==> src/rtl/pll_reset_pkg.sv <==
// Shared definitions for the PLL reset sequencer: FSM state encoding,
// lock-loss counter width and a small elaboration-time helper.
package pll_reset_pkg;

  typedef enum logic [1:0] {
    S_WAIT  = 2'd0,
    S_HOLD  = 2'd1,
    S_STAGE = 2'd2,
    S_RUN   = 2'd3
  } state_e;

  localparam int LOCKLOSS_CNT_W = 8;

  function automatic int max_int(input int a, input int b);
    return (a > b) ? a : b;
  endfunction

endpackage

==> src/rtl/pll_reset_sequencer_sync.sv <==
// sync_ff_chain: STAGES-deep flip-flop synchronizer for a single
// asynchronous level, cleared to 0 by the asynchronous reset.
module sync_ff_chain #(
  parameter int STAGES = 2
) (
  input  logic clock,
  input  logic reset,
  input  logic d,
  output logic q
);

  logic [STAGES-1:0] sync_q;
  logic [STAGES-1:0] sync_d;

  // Shift the raw input one stage deeper each cycle.
  always_comb begin
    sync_d = {sync_q[STAGES-2:0], d};
  end

  // Synchronizer flops; cleared asynchronously.
  always_ff @(posedge clock or posedge reset) begin
    if (reset) sync_q <= '0;
    else       sync_q <= sync_d;
  end

  assign q = sync_q[STAGES-1];

endmodule

==> src/rtl/pll_reset_sequencer.sv <==
// pll_reset_sequencer: holds per-domain resets asserted until the PLL lock
// has been stable for HOLD_CYCLES, then releases domain 0, 1, ... N-1 with
// STAGE_GAP cycles between releases. Lock loss or a soft-reset request
// restarts the sequence.
// Optional feature macro: PLL_RESET_SEQ_LOCKLOSS_CNT_EN enables the
// saturating lock-loss event counter; otherwise lock_loss_count reads 0.
//
// Interface note: inputs are plain asynchronous levels; rst_out, ready and
// state_dbg come straight from flops, so there is no handshake and no
// combinational path from any input to any output.
module pll_reset_sequencer
  import pll_reset_pkg::*;
#(
  parameter int SYNC_STAGES = 2,
  parameter int HOLD_CYCLES = 1024,
  parameter int N_DOMAINS   = 3,
  parameter int STAGE_GAP   = 16
) (
  input  logic                      clock,
  input  logic                      reset,
  input  logic                      pll_locked,
  input  logic                      soft_reset,
  output logic [N_DOMAINS-1:0]      rst_out,
  output logic                      ready,
  output logic [1:0]                state_dbg,
  output logic [LOCKLOSS_CNT_W-1:0] lock_loss_count
);

  localparam int CNT_W = $clog2(max_int(HOLD_CYCLES, STAGE_GAP) + 1);
  localparam int STG_W = (N_DOMAINS > 1) ? $clog2(N_DOMAINS) : 1;
  localparam logic [CNT_W-1:0] HOLD_LAST = CNT_W'(HOLD_CYCLES - 1);
  localparam logic [CNT_W-1:0] GAP_LAST  = CNT_W'(STAGE_GAP - 1);
  localparam logic [STG_W-1:0] STG_LAST  = STG_W'(N_DOMAINS - 1);

  logic locked_s;
  logic soft_s;
  logic soft_req;

  state_e               state_q,     state_d;
  logic [CNT_W-1:0]     cnt_q,       cnt_d;
  logic [STG_W-1:0]     stage_q,     stage_d;
  logic [N_DOMAINS-1:0] rst_out_q,   rst_out_d;
  logic                 ready_q,     ready_d;
  logic                 soft_prev_q, soft_prev_d;

  sync_ff_chain #(.STAGES(SYNC_STAGES)) u_sync_locked (
    .clock (clock),
    .reset (reset),
    .d     (pll_locked),
    .q     (locked_s)
  );

  sync_ff_chain #(.STAGES(SYNC_STAGES)) u_sync_soft (
    .clock (clock),
    .reset (reset),
    .d     (soft_reset),
    .q     (soft_s)
  );

  // A held soft_reset level only restarts the sequence once.
  assign soft_req = soft_s & ~soft_prev_q;

  // Next-state logic: lock loss beats soft request, which beats sequencing.
  always_comb begin
    state_d     = state_q;
    cnt_d       = cnt_q;
    stage_d     = stage_q;
    rst_out_d   = rst_out_q;
    ready_d     = ready_q;
    soft_prev_d = soft_s;

    if (state_q == S_WAIT) begin
      rst_out_d = '1;
      ready_d   = 1'b0;
      cnt_d     = '0;
      stage_d   = '0;
      if (locked_s) state_d = S_HOLD;
    end else if (!locked_s) begin
      state_d   = S_WAIT;
      rst_out_d = '1;
      ready_d   = 1'b0;
      cnt_d     = '0;
      stage_d   = '0;
    end else if (soft_req) begin
      state_d   = S_HOLD;
      rst_out_d = '1;
      ready_d   = 1'b0;
      cnt_d     = '0;
      stage_d   = '0;
    end else begin
      case (state_q)
        S_HOLD: begin
          if (cnt_q == HOLD_LAST) begin
            cnt_d     = '0;
            // Domains release in index order, so shifting in a zero
            // from the bottom clears exactly the next domain.
            rst_out_d = rst_out_q << 1;
            if (N_DOMAINS == 1) begin
              state_d = S_RUN;
              ready_d = 1'b1;
            end else begin
              state_d = S_STAGE;
              stage_d = STG_W'(1);
            end
          end else begin
            cnt_d = cnt_q + 1'b1;
          end
        end
        S_STAGE: begin
          if (cnt_q == GAP_LAST) begin
            cnt_d     = '0;
            rst_out_d = rst_out_q << 1;
            stage_d   = stage_q + 1'b1;
            if (stage_q == STG_LAST) begin
              state_d = S_RUN;
              ready_d = 1'b1;
            end
          end else begin
            cnt_d = cnt_q + 1'b1;
          end
        end
        S_RUN: begin
          rst_out_d = '0;
          ready_d   = 1'b1;
        end
        S_WAIT: begin
          state_d = S_WAIT;
        end
      endcase
    end
  end

  // Sequencer state and registered outputs.
  always_ff @(posedge clock or posedge reset) begin
    if (reset) begin
      state_q     <= S_WAIT;
      cnt_q       <= '0;
      stage_q     <= '0;
      rst_out_q   <= '1;
      ready_q     <= 1'b0;
      soft_prev_q <= 1'b0;
    end else begin
      state_q     <= state_d;
      cnt_q       <= cnt_d;
      stage_q     <= stage_d;
      rst_out_q   <= rst_out_d;
      ready_q     <= ready_d;
      soft_prev_q <= soft_prev_d;
    end
  end

  assign rst_out   = rst_out_q;
  assign ready     = ready_q;
  assign state_dbg = state_q;

`ifdef PLL_RESET_SEQ_LOCKLOSS_CNT_EN
  logic [LOCKLOSS_CNT_W-1:0] lock_loss_cnt_q, lock_loss_cnt_d;
  logic                      lock_loss_evt;

  // Only real lock losses out of an active state count, never soft requests.
  assign lock_loss_evt = (state_q != S_WAIT) && !locked_s;

  // Saturating increment on each lock-loss transition.
  always_comb begin
    lock_loss_cnt_d = lock_loss_cnt_q;
    if (lock_loss_evt && (lock_loss_cnt_q != '1))
      lock_loss_cnt_d = lock_loss_cnt_q + 1'b1;
  end

  // Lock-loss counter; cleared only by reset.
  always_ff @(posedge clock or posedge reset) begin
    if (reset) lock_loss_cnt_q <= '0;
    else       lock_loss_cnt_q <= lock_loss_cnt_d;
  end

  assign lock_loss_count = lock_loss_cnt_q;
`else
  assign lock_loss_count = '0;
`endif

endmodule
==> config.mk <==
export PLATFORM = sky130hd
export DESIGN_NAME = pll_reset_sequencer
export DESIGN_NICKNAME = d
export VERILOG_FILES = /design/src/rtl/pll_reset_pkg.sv /design/src/rtl/pll_reset_sequencer_sync.sv /design/src/rtl/pll_reset_sequencer.sv
export SDC_FILE = /design/constraint.sdc
export NUM_CORES = 1
export LEC_CHECK = 0
export ABC_CLOCK_PERIOD_IN_PS = 5550
export CELL_PAD_IN_SITES_DETAIL_PLACEMENT = 0
export CELL_PAD_IN_SITES_GLOBAL_PLACEMENT = 1
export CORE_ASPECT_RATIO = 0.9
export CORE_MARGIN = 4
export CORE_UTILIZATION = 45
export CTS_CLUSTER_DIAMETER = 200
export DETAILED_ROUTE_END_ITERATION = 10
export GPL_TIMING_DRIVEN = 0
export PLACE_DENSITY_LB_ADDON = 0.1
export SLEW_MARGIN = 20
export SYNTH_ARGS = -nofsm -noshare
export SYNTH_HDL_FRONTEND = slang
export SYNTH_SLANG_ARGS = --single-unit
==> constraint.sdc <==
create_clock -name clock -period 5.55 [get_ports clock]
set_input_delay 1.665 -clock clock [delete_from_list [all_inputs] [get_ports clock]]
set_output_delay 1.665 -clock clock [all_outputs]
set_load 0.02 [all_outputs]
Yosys cells after proc, flatten, opt, wreduce, memory -nomap -nowiden
Index checks and enable logic that the tools add are counted.
W data, S select, Z words.
{"block": "totals", "register_bits": 24, "wordCells": 62}
{"block": "classes", "n_bitwise": 2, "muxes": 32, "add_sub_neg": 2, "n_reduce_logical": 5, "n_eq_ne": 13}
{"op": "$mux W11", "n": 5}
{"op": "$ne A5 B5 Y1 const B", "n": 5}
{"op": "$mux W2", "n": 12}
{"op": "$pmux W11 S2", "n": 1}
{"op": "$mux W3", "n": 5}
{"op": "$add A11 B1 Y11 const B", "n": 1}
{"op": "$eq A11 B10 Y1 const B", "n": 1}
{"op": "$eq A11 B4 Y1 const B", "n": 1}
{"op": "$pmux W3 S3", "n": 1}
{"op": "$reduce_and A3 Y1", "n": 3}
{"op": "$pmux W2 S2", "n": 2}
{"op": "$eq A2 B2 Y1 const B", "n": 3}
{"op": "$ne A6 B6 Y1 const B", "n": 1}
{"op": "$mux W1", "n": 5}
{"op": "$reduce_and A5 Y1", "n": 1}
{"op": "$add A2 B1 Y2 const B", "n": 1}
{"op": "$eq A2 B1 Y1 const B", "n": 1}
{"op": "$logic_not A2 Y1", "n": 1}
{"op": "$ne A2 B1 Y1 const B", "n": 1}
{"op": "$pmux W1 S2", "n": 1}
{"op": "$and A1 B1 Y1", "n": 1}
{"op": "$not A1 Y1", "n": 1}

Longest topological paths before layout
Gate-level depths: netlist of the first run.
{"block": "depth", "depth_word": 7, "depth_mapped": 8, "depth_no_buf": 7}

Modules after synthesis
A second synthesis of the first run with hierarchy kept.
{"block": "hier_totals", "hier_cells": 135, "hier_area_um2": 1286.2}
{"module": "pll_reset_sequencer", "instances": 1, "seq_area_each_um2": 504.2, "area_per_inst_um2": 1178.6, "cells_per_inst": 129}
{"module": "sync_ff_chain", "instances": 2, "seq_area_each_um2": 50.0, "area_per_inst_um2": 53.8, "cells_per_inst": 3}

Worst setup path after synthesis of the first run
OpenSTA, ideal clock, no wires.
{"block": "synth_timing", "kind": "register to output", "startpoint": "register rst_out_q[0], in the netlist rst_out[0]", "endpoint": "output port rst_out[0]", "setup_slack_ps": 3314, "t_required_ps": 3885, "arrival_ps": 571, "path_stages_with_launch": 1, "path_buffers": 0, "cell_sequence": "dfstp_2"}
{"element": "from (decl)", "line": "pll_reset_sequencer.sv:42", "rtl": "logic [N_DOMAINS-1:0] rst_out_q, rst_out_d;"}
{"element": "from (signal assigned)", "line": "pll_reset_sequencer.sv:146", "rtl": "rst_out_q <= rst_out_d;"}
{"element": "to (decl)", "line": "pll_reset_sequencer.sv:23", "rtl": "output logic [N_DOMAINS-1:0] rst_out,"}
No word-level cell between the ends.

Worst setup path in the final report of the first run
{"block": "layout_timing", "startpoint": "register rst_out_q[0], in the netlist rst_out[0]", "endpoint": "output port rst_out[0]"}
No word-level cell between the ends.

==> impl_summary.md, run 1 <==
Global routing
The total global-route track usage is 0.1431. The via count of the first global-routing pass came to 912. The total global routing overflow is 0. The first global-routing pass estimated 4202 um of wire. The maximum number of pins on one net before global-route repair is 25. The initial antenna violation count is 0.

Layout
Counting the fill cells in the layout gives 270. The fraction of layout instances using a drive strength above 1 is 0.1290. The area growth from synthesis to final layout is 16.45%. The number of diodes added for antenna fixing is 0. The net total in the final layout is 166.

CTS
The root cell of the clock tree is sky130_fd_sc_hd__clkbuf_4. The number of buffers inserted by post-CTS setup repair is 0. The hold buffer count at CTS is 0. Clock-pin slew was measured on the worst setup and hold paths at 130 ps. The clock net in this run drives a total of 24 sinks. The level count of the clock H-tree is 1. Clock tree synthesis inserted a total of 3 buffers. The maximum buffer depth of the clock tree is 2. TritonCTS built the clock tree. At the later pin of the worst-skew pair, clock insertion delay measures 310 ps. After clock tree synthesis, the repair step resized 0 gates.

Synthesis
In this run, synthesis produced a sequential element count of 24. The synthesized design contains 0 enable-type register cells. The netlist uses 41 different library cells. The instance count of the mapped netlist is 135. For this run, the register share of the synthesized area comes to 0.4539. In the synthesized netlist the async set-or-reset flop fraction comes to 1.000. The Yosys step of the flow raised 0 warnings. A synthesized cell averages 9.861 um2.

The cell area that synthesis handed to floorplanning was 0.001331 mm2. Among all flip-flop cells after synthesis, the most frequent one is sky130_fd_sc_hd__dfrtp_1.

Timing
Setup repair after global routing left no endpoint under its margin. Setup violations remaining at the end of the flow were counted as 0. The max-slew violation total from the final report is 0. The number of hold violations in the final report was 0. The sum of negative setup slack is 0 ps. The final critical path time including I/O delays and setup is 3135 ps. Clock skew on the completed layout was measured at 5.342 ps. Derived from the worst setup path, the maximum achievable clock frequency is 0.3190 GHz.

Setup slack on the critical path of the routed design comes to 2415 ps. The actual transition at the worst max-transition pin is 870.0 ps. The fraction of the cycle the final worst path needs is 0.5649. The worst max-slew margin expressed relative to the limit is 0.4194.

Outcome
The run finished with clean final reports.

Job
Across the run, the number of max-cap violations was 0.

Critical path
The data required time at the worst endpoint is 3880 ps. The number of buffers and inverters on the critical path is 1. The worst register-to-register path begins at state_dbg[0]. The nature of the critical path startpoint is a register.

The cell with the largest stage delay on the worst path is sky130_fd_sc_hd__clkdlybuf4s50_1. The largest stage delay on the critical path is 600 ps. In this run the worst path has a maximum fanout of 3. The endpoint of the most critical register-to-register path is state_dbg[1]. The minimum setup slack among reg-to-reg paths is 3000 ps. The sort of element at the end of the critical path is an output port. The largest delay contributor family on the critical path is buffers and inverters.

The critical path goes through clkdlybuf4s50_1. The classification of the worst setup path is register to output port. STA puts the critical path data arrival time at 1470 ps. The number of cells on the worst reg-to-reg path is 8.

Power and ir drop
The analysis attributes to cell leakage a power of 0.0006801 uW. Power spread over the standard cell area amounts to 380.0 mW/mm2. VDD sags by at most 0.2230 mV. The design draws 589.2 uW.

Die
For this design the top-level I/O count stands at 18. The die is 59.60 um tall. The die covers 0.003894 mm2. For this configuration, the core starts out at a cell density of 0.4767. After floorplanning, the core was divided into 18 placement rows. The placeable core area is 0.002793 mm2. The die width is 65.34 um.

Hold path
The endpoint of the worst hold path is u_sync_soft.sync_q[1]. The worst min-delay path category is register to register. Counting instances, the worst hold path has a depth of 0. The hold path startpoint is u_sync_soft.sync_q[0].

Drt
After detailed routing, the number of remaining DRC violations is 0. The remaining antenna violation count is 0. The total via count after detailed routing is 1006. The via density per instance is 5.159. Summed over all layers, the routed wires come to 2497 um.

After detailed routing, the average wire length per cell comes to 12.81 um. The starting DRC count in detailed routing is 42. The first-pass iteration count of the detailed router is 4.

Place
Buffers placed on the I/O ports in this run total 9. The routability congestion estimate is 0.7644. OpenSTA, run right after detailed placement, puts the worst setup slack at 2752 ps. The half-perimeter wire length after placement is 1904 um.
## cells in the mapped netlist, drive strengths merged, types with 3 or more instances
master | n | area [um2]
nor4 | 3 | 25.02
a21oi | 5 | 25.02
ha | 6 | 75.07
buf | 8 | 60.06
dfstp | 3 | 78.83
nor2b | 3 | 18.77
nor2 | 11 | 41.29
xor2 | 4 | 35.03
inv | 9 | 33.78
nand3 | 7 | 35.03
dfrtp | 21 | 525.5
clkbuf | 3 | 11.26
o21ai | 10 | 53.80
xnor2 | 4 | 35.03
nand4 | 3 | 25.02
nand2 | 10 | 37.54
## through the flow
stage	hold slack (ps)	utilization	cells	area [um2]
floorplan	331.2	-	142	1358
global route	401.1	0.5551	195	1550
finish	377.9	0.5551	195	1550
detailed placement	339.5	0.5363	191	1498
CTS	384.3	0.5551	195	1550
global placement	335.6	0.5363	191	1498
## where the power goes
group,internal (uW),switching [uW],leakage [uW]
Combinational,95.5,147,0.000343
Clock,73.0,51.9,0.0000279
Sequential,203,19.6,0.000309
Total,371,218,0.000680
## cell type report
class	instances	area, um2	area share
sequential	24	604.3	0.3898
clock inverter	1	30.03	0.01937
multi-input combinational	98	648.1	0.4181
clock buffer	3	22.52	0.01453
tap	40	50.05	0.03228
timing repair buffer	9	90.09	0.05811
inverter	9	33.78	0.02179
buffer	11	71.32	0.04600
## logic make-up (layout without fill, tap and decap cells)
kind of cell | count (synthesis) | count (layout) | share of synthesized area
buf+inv | 20 | 33 | 0.07895
flops | 24 | 24 | 0.4539
simple gates | 49 | 49 | 0.2058
other cells | 1 | 8 | 0.002817
fa+ha+maj | 6 | 6 | 0.05639
mux | 3 | 3 | 0.02631
compound gates | 24 | 24 | 0.1231
xor+xnor | 8 | 8 | 0.05263
## routing by layer
metal / share of wire / global-route usage
met5: 0 / 0
met2: 0.44 / 0.2179
met1: 0.50 / 0.2017
met4: 0.0068 / 0.02663
met3: 0.050 / 0.04554
## worst max path at each step
stage / startpoint / to / slack, ps / depth (start not counted)
final: rst_out[0] / rst_out[0] / 2420 / 1
after global routing: rst_out[0] / rst_out[0] / 2360 / 1
after CTS: rst_out[0] / rst_out[0] / 2400 / 1
after detailed placement: reset / cnt_q[9] / 2750 / 2
after global placement: reset / cnt_q[9] / 2760 / 2
after floorplan: rst_out[0] / rst_out[0] / 3310 / 0
## state kept, by name, indices dropped and copies added (netlist names)
register,cells
ready,1
state_dbg,2
u_sync_soft.sync_q,2
stage_q,2
soft_prev_q,1
u_sync_locked.sync_q,2
rst_out,3
cnt_q,11
## layout by cell type, fill, tap and decap left out, drive strengths merged, types with 3 or more instances in the layout
master,netlist,final
dfstp,3,3
nor2b,3,3
buf,8,8
a21oi,5,5
clkbuf,3,6
o21ai,10,10
xor2,4,4
clkdlybuf4s50,0,9
xnor2,4,4
nor2,11,11
nand3,7,7
ha,6,6
dfrtp,21,21
nand4,3,3
conb,1,8
nor4,3,3
nand2,10,10
inv,9,9
Note: power is estimated with default switching activity, not from simulation.
==> inputs of run 2 (changes only) <==
--- a/config.mk
+++ b/config.mk
@@ -5,12 +5,12 @@
 export SDC_FILE = /design/constraint.sdc
 export NUM_CORES = 1
 export LEC_CHECK = 0
-export ABC_CLOCK_PERIOD_IN_PS = 5550
+export ABC_CLOCK_PERIOD_IN_PS = 3200
 export CELL_PAD_IN_SITES_DETAIL_PLACEMENT = 0
 export CELL_PAD_IN_SITES_GLOBAL_PLACEMENT = 1
 export CORE_ASPECT_RATIO = 0.9
 export CORE_MARGIN = 4
-export CORE_UTILIZATION = 45
+export CORE_UTILIZATION = 41
 export CTS_CLUSTER_DIAMETER = 200
 export DETAILED_ROUTE_END_ITERATION = 10
 export GPL_TIMING_DRIVEN = 0
==> constraint.sdc (replaced) <==
create_clock -name clock -period 3.2 [get_ports clock]
set_input_delay 0.96 -clock clock [delete_from_list [all_inputs] [get_ports clock]]
set_output_delay 0.96 -clock clock [all_outputs]
set_load 0.02 [all_outputs]
==> run 2 against run 1 <==
Sequential power is 73% higher. Clock skew increased by 2.0 ps. Sequential cell count is the same. Largest cell class unchanged.
==> impl_summary.md, run 2 (synthesized netlist as in run 1, its figures left out) <==
Outcome
The run finished with clean final reports.

Place
The half-perimeter wire length after placement is 1862 um (-2.2%). The routability congestion estimate is 0.7573 (-0.93%). The quantity of I/O buffers inserted on ports is 9 (unchanged). The area after detailed placement is 0.001500 mm2 (+0.17%).

Layout
The sequential cell area in the final layout is 604.3 um2 (unchanged). The number of fill cells is 305 (+13%). The area growth from synthesis to final layout is 16.64%. The net total in the final layout is 166 (unchanged). The combined area of the multi-input logic cells is 648.1 um2 (unchanged). cnt_q holds more flip-flops than any other register.

The fraction of layout instances using a drive strength above 1 is 0.1290 (unchanged). The post-route cell area is 0.001553 mm2 (+0.16%). The library cell used most frequently in the layout, excluding fill and tap cells, is sky130_fd_sc_hd__dfrtp_1. The number of diodes added for antenna fixing is 0 (unchanged). The flip-flop count of the largest register, all copies and words added was 11 (unchanged).

The core utilization of the finished layout is 0.5024 (-0.05268). The library cells used most frequently in the layout, excluding fill and tap cells, are sky130_fd_sc_hd__dfrtp_1 (21), sky130_fd_sc_hd__nor2_1 (11), sky130_fd_sc_hd__nand2_1 (10).

Timing
The maximum clock skew at final layout was 7.313 ps (+1.970 ps). Setup repair after global routing left no endpoint under its margin. The count of endpoints failing setup in the final report was 0 (unchanged). The fraction of the cycle the final worst path needs is 0.7604. The max-slew violation total from the final report was 0 (unchanged).

The sum of negative setup slack is 0 ps (unchanged). The number of hold violations in the final report is 0 (unchanged). The actual transition at the worst max-transition pin came to 884.5 ps (+14.59 ps). The tightest hold margin is 368.3 ps (-9.608 ps). The worst max-slew margin expressed relative to the limit is 0.4097 (-0.009741). The maximum achievable frequency is 0.4110 GHz. For the finished layout, the period the worst path requires is 2433 ps.

CTS
The clock network latency to the later pin of the worst-skew pair is 310 ps (about the same). The root cell of the clock tree is sky130_fd_sc_hd__clkbuf_4. The clock edge transition at the registers on the reported setup and hold paths is 140 ps (about the same).

The number of buffers inserted by post-CTS setup repair is 0 (unchanged). The CTS tree is built. The hold buffer count at CTS is 0 (unchanged). The clock net sink count is 24 (unchanged). The maximum buffer depth of the clock tree came to 2 (unchanged). The level count of the clock H-tree is 1 (unchanged).

The number of buffers inserted during clock tree synthesis is 3 (unchanged). The number of gates resized after CTS is 0 (unchanged).

Drt
The remaining antenna violation count is 0 (unchanged). The number of DRC violations after detailed routing is 0 (unchanged). The total via count after detailed routing is 988 (-1.8%). The final wirelength is 2448 um (-2.0%).

The routed length per placed instance is 12.43 um (-3.0%). The via density per instance is 5.015 (-2.8%). The first-pass iteration count of the detailed router came to 4 (unchanged). The starting DRC count in detailed routing is 47 (+12%).

Hold path
The min-delay analysis places its worst path in the category register to register. The endpoint of the worst hold path is u_sync_soft.sync_q[1]. The instance count along the most critical hold path is 0 (unchanged). The hold path startpoint is u_sync_soft.sync_q[0].

Global routing
The wire length of the first global-routing pass is 4188 um (-0.33%). The initial antenna violation count is 0 (unchanged). The via count of the first global-routing pass was 889 (-2.5%). The total global-route track usage is 0.1314 (-0.01171). The maximum number of pins on one net before global-route repair is 25 (unchanged). The total global routing overflow is 0 (unchanged).

Critical path
The signal on the critical path passes through clkdlybuf4s50_1. The endpoint of the most critical register-to-register path is state_dbg[1]. The biggest fanout along the worst timing path is 3 (unchanged).

The worst endpoint data arrival time is 1470 ps (about the same). STA classifies the critical path startpoint as a register. The cell with the largest stage delay on the worst path is sky130_fd_sc_hd__clkdlybuf4s50_1. The number of buffers and inverters on the critical path is 1 (unchanged).

The logic depth of the worst register-to-register path is 8 (unchanged). The sort of element at the end of the critical path is an output port. The cell family contributing the most delay on the critical path is buffers and inverters. The data required time at the worst endpoint is 2240 ps (-1640 ps). The largest stage delay on the critical path is 600 ps (about the same).

The critical path is of the register to output port type. In this run the critical register-to-register path is launched from state_dbg[0]. The minimum setup slack among reg-to-reg paths came to 860 ps (-2140 ps).

Job
The max-capacitance violation count is 0 (unchanged).

Die
The die boundary height was 62.06 um (+4.1%). The count of standard-cell rows is 19 (+1). The count of boundary I/O pins is 18 (unchanged). The placeable core area was 0.003090 mm2 (+11%). The starting density of the core is 0.4308 (-0.04593). The die width came to 68.07 um (+4.2%). The die footprint came to 0.004224 mm2 (+8.5%).

Power and ir drop
The power per standard cell area is 660.5 mW/mm2 (+74%). The leakage power is 0.0006801 uW (unchanged). The total power was 1026 uW (+74%).

The maximum vdd ir drop is 0.3234 mV (+45%).
-- run 2: cell counts in the layout (fill, tap and decap cells not counted) --
No cell type changed its count.
-- run 2: per-layer routing --
| layer | vias up | part of all wire | track usage |
|---|---|---|---|
| met5 | - | 0 | 0 |
| met4 | 0 | 0.010 | 0.04249 |
| met3 | 4 | 0.046 | 0.02158 |
| met2 | 24 | 0.42 | 0.1868 |
| met1 | 465 | 0.52 | 0.2023 |
| li1 | 495 | - | - |
-- run 2: how the worst max path moves through the flow --
stage	from	endpoint	slack (ps)	cells past startpoint
CTS	rst_out[2]	rst_out[2]	750	1
detailed placement	state_dbg[0]	state_dbg[1]	820	8
floorplan	state_dbg[0]	state_dbg[1]	1050	8
global route	state_dbg[0]	cnt_q[5]	680	8
finish	rst_out[0]	rst_out[0]	770	1
global placement	state_dbg[0]	state_dbg[1]	800	8
-- run 2: layout make-up --
cell class / count / area share
tap: 42 / 0.03384
buffer: 11 / 0.04593
sequential: 24 / 0.3892
clock inverter: 1 / 0.01934
inverter: 9 / 0.02176
timing repair buffer: 9 / 0.05802
clock buffer: 3 / 0.01450
multi-input combinational: 98 / 0.4174
-- run 2: power by group --
part	internal (uW)	leakage, uW	switching, uW	total, uW
logic	166	0.000343	254	420
clock network	127	0.0000279	93.6	220
registers	351	0.000309	33.9	385
total	644	0.000680	381	1030
-- run 2: through the flow --
| step | setup WS, ps | std cells |
|---|---|---|
| after floorplan | 1046 | 142 |
| after global placement | 800.5 | 193 |
| after detailed placement | 821.6 | 193 |
| after CTS | 747.3 | 197 |
| after global routing | 677.4 | 197 |
| final | 766.6 | 197 |
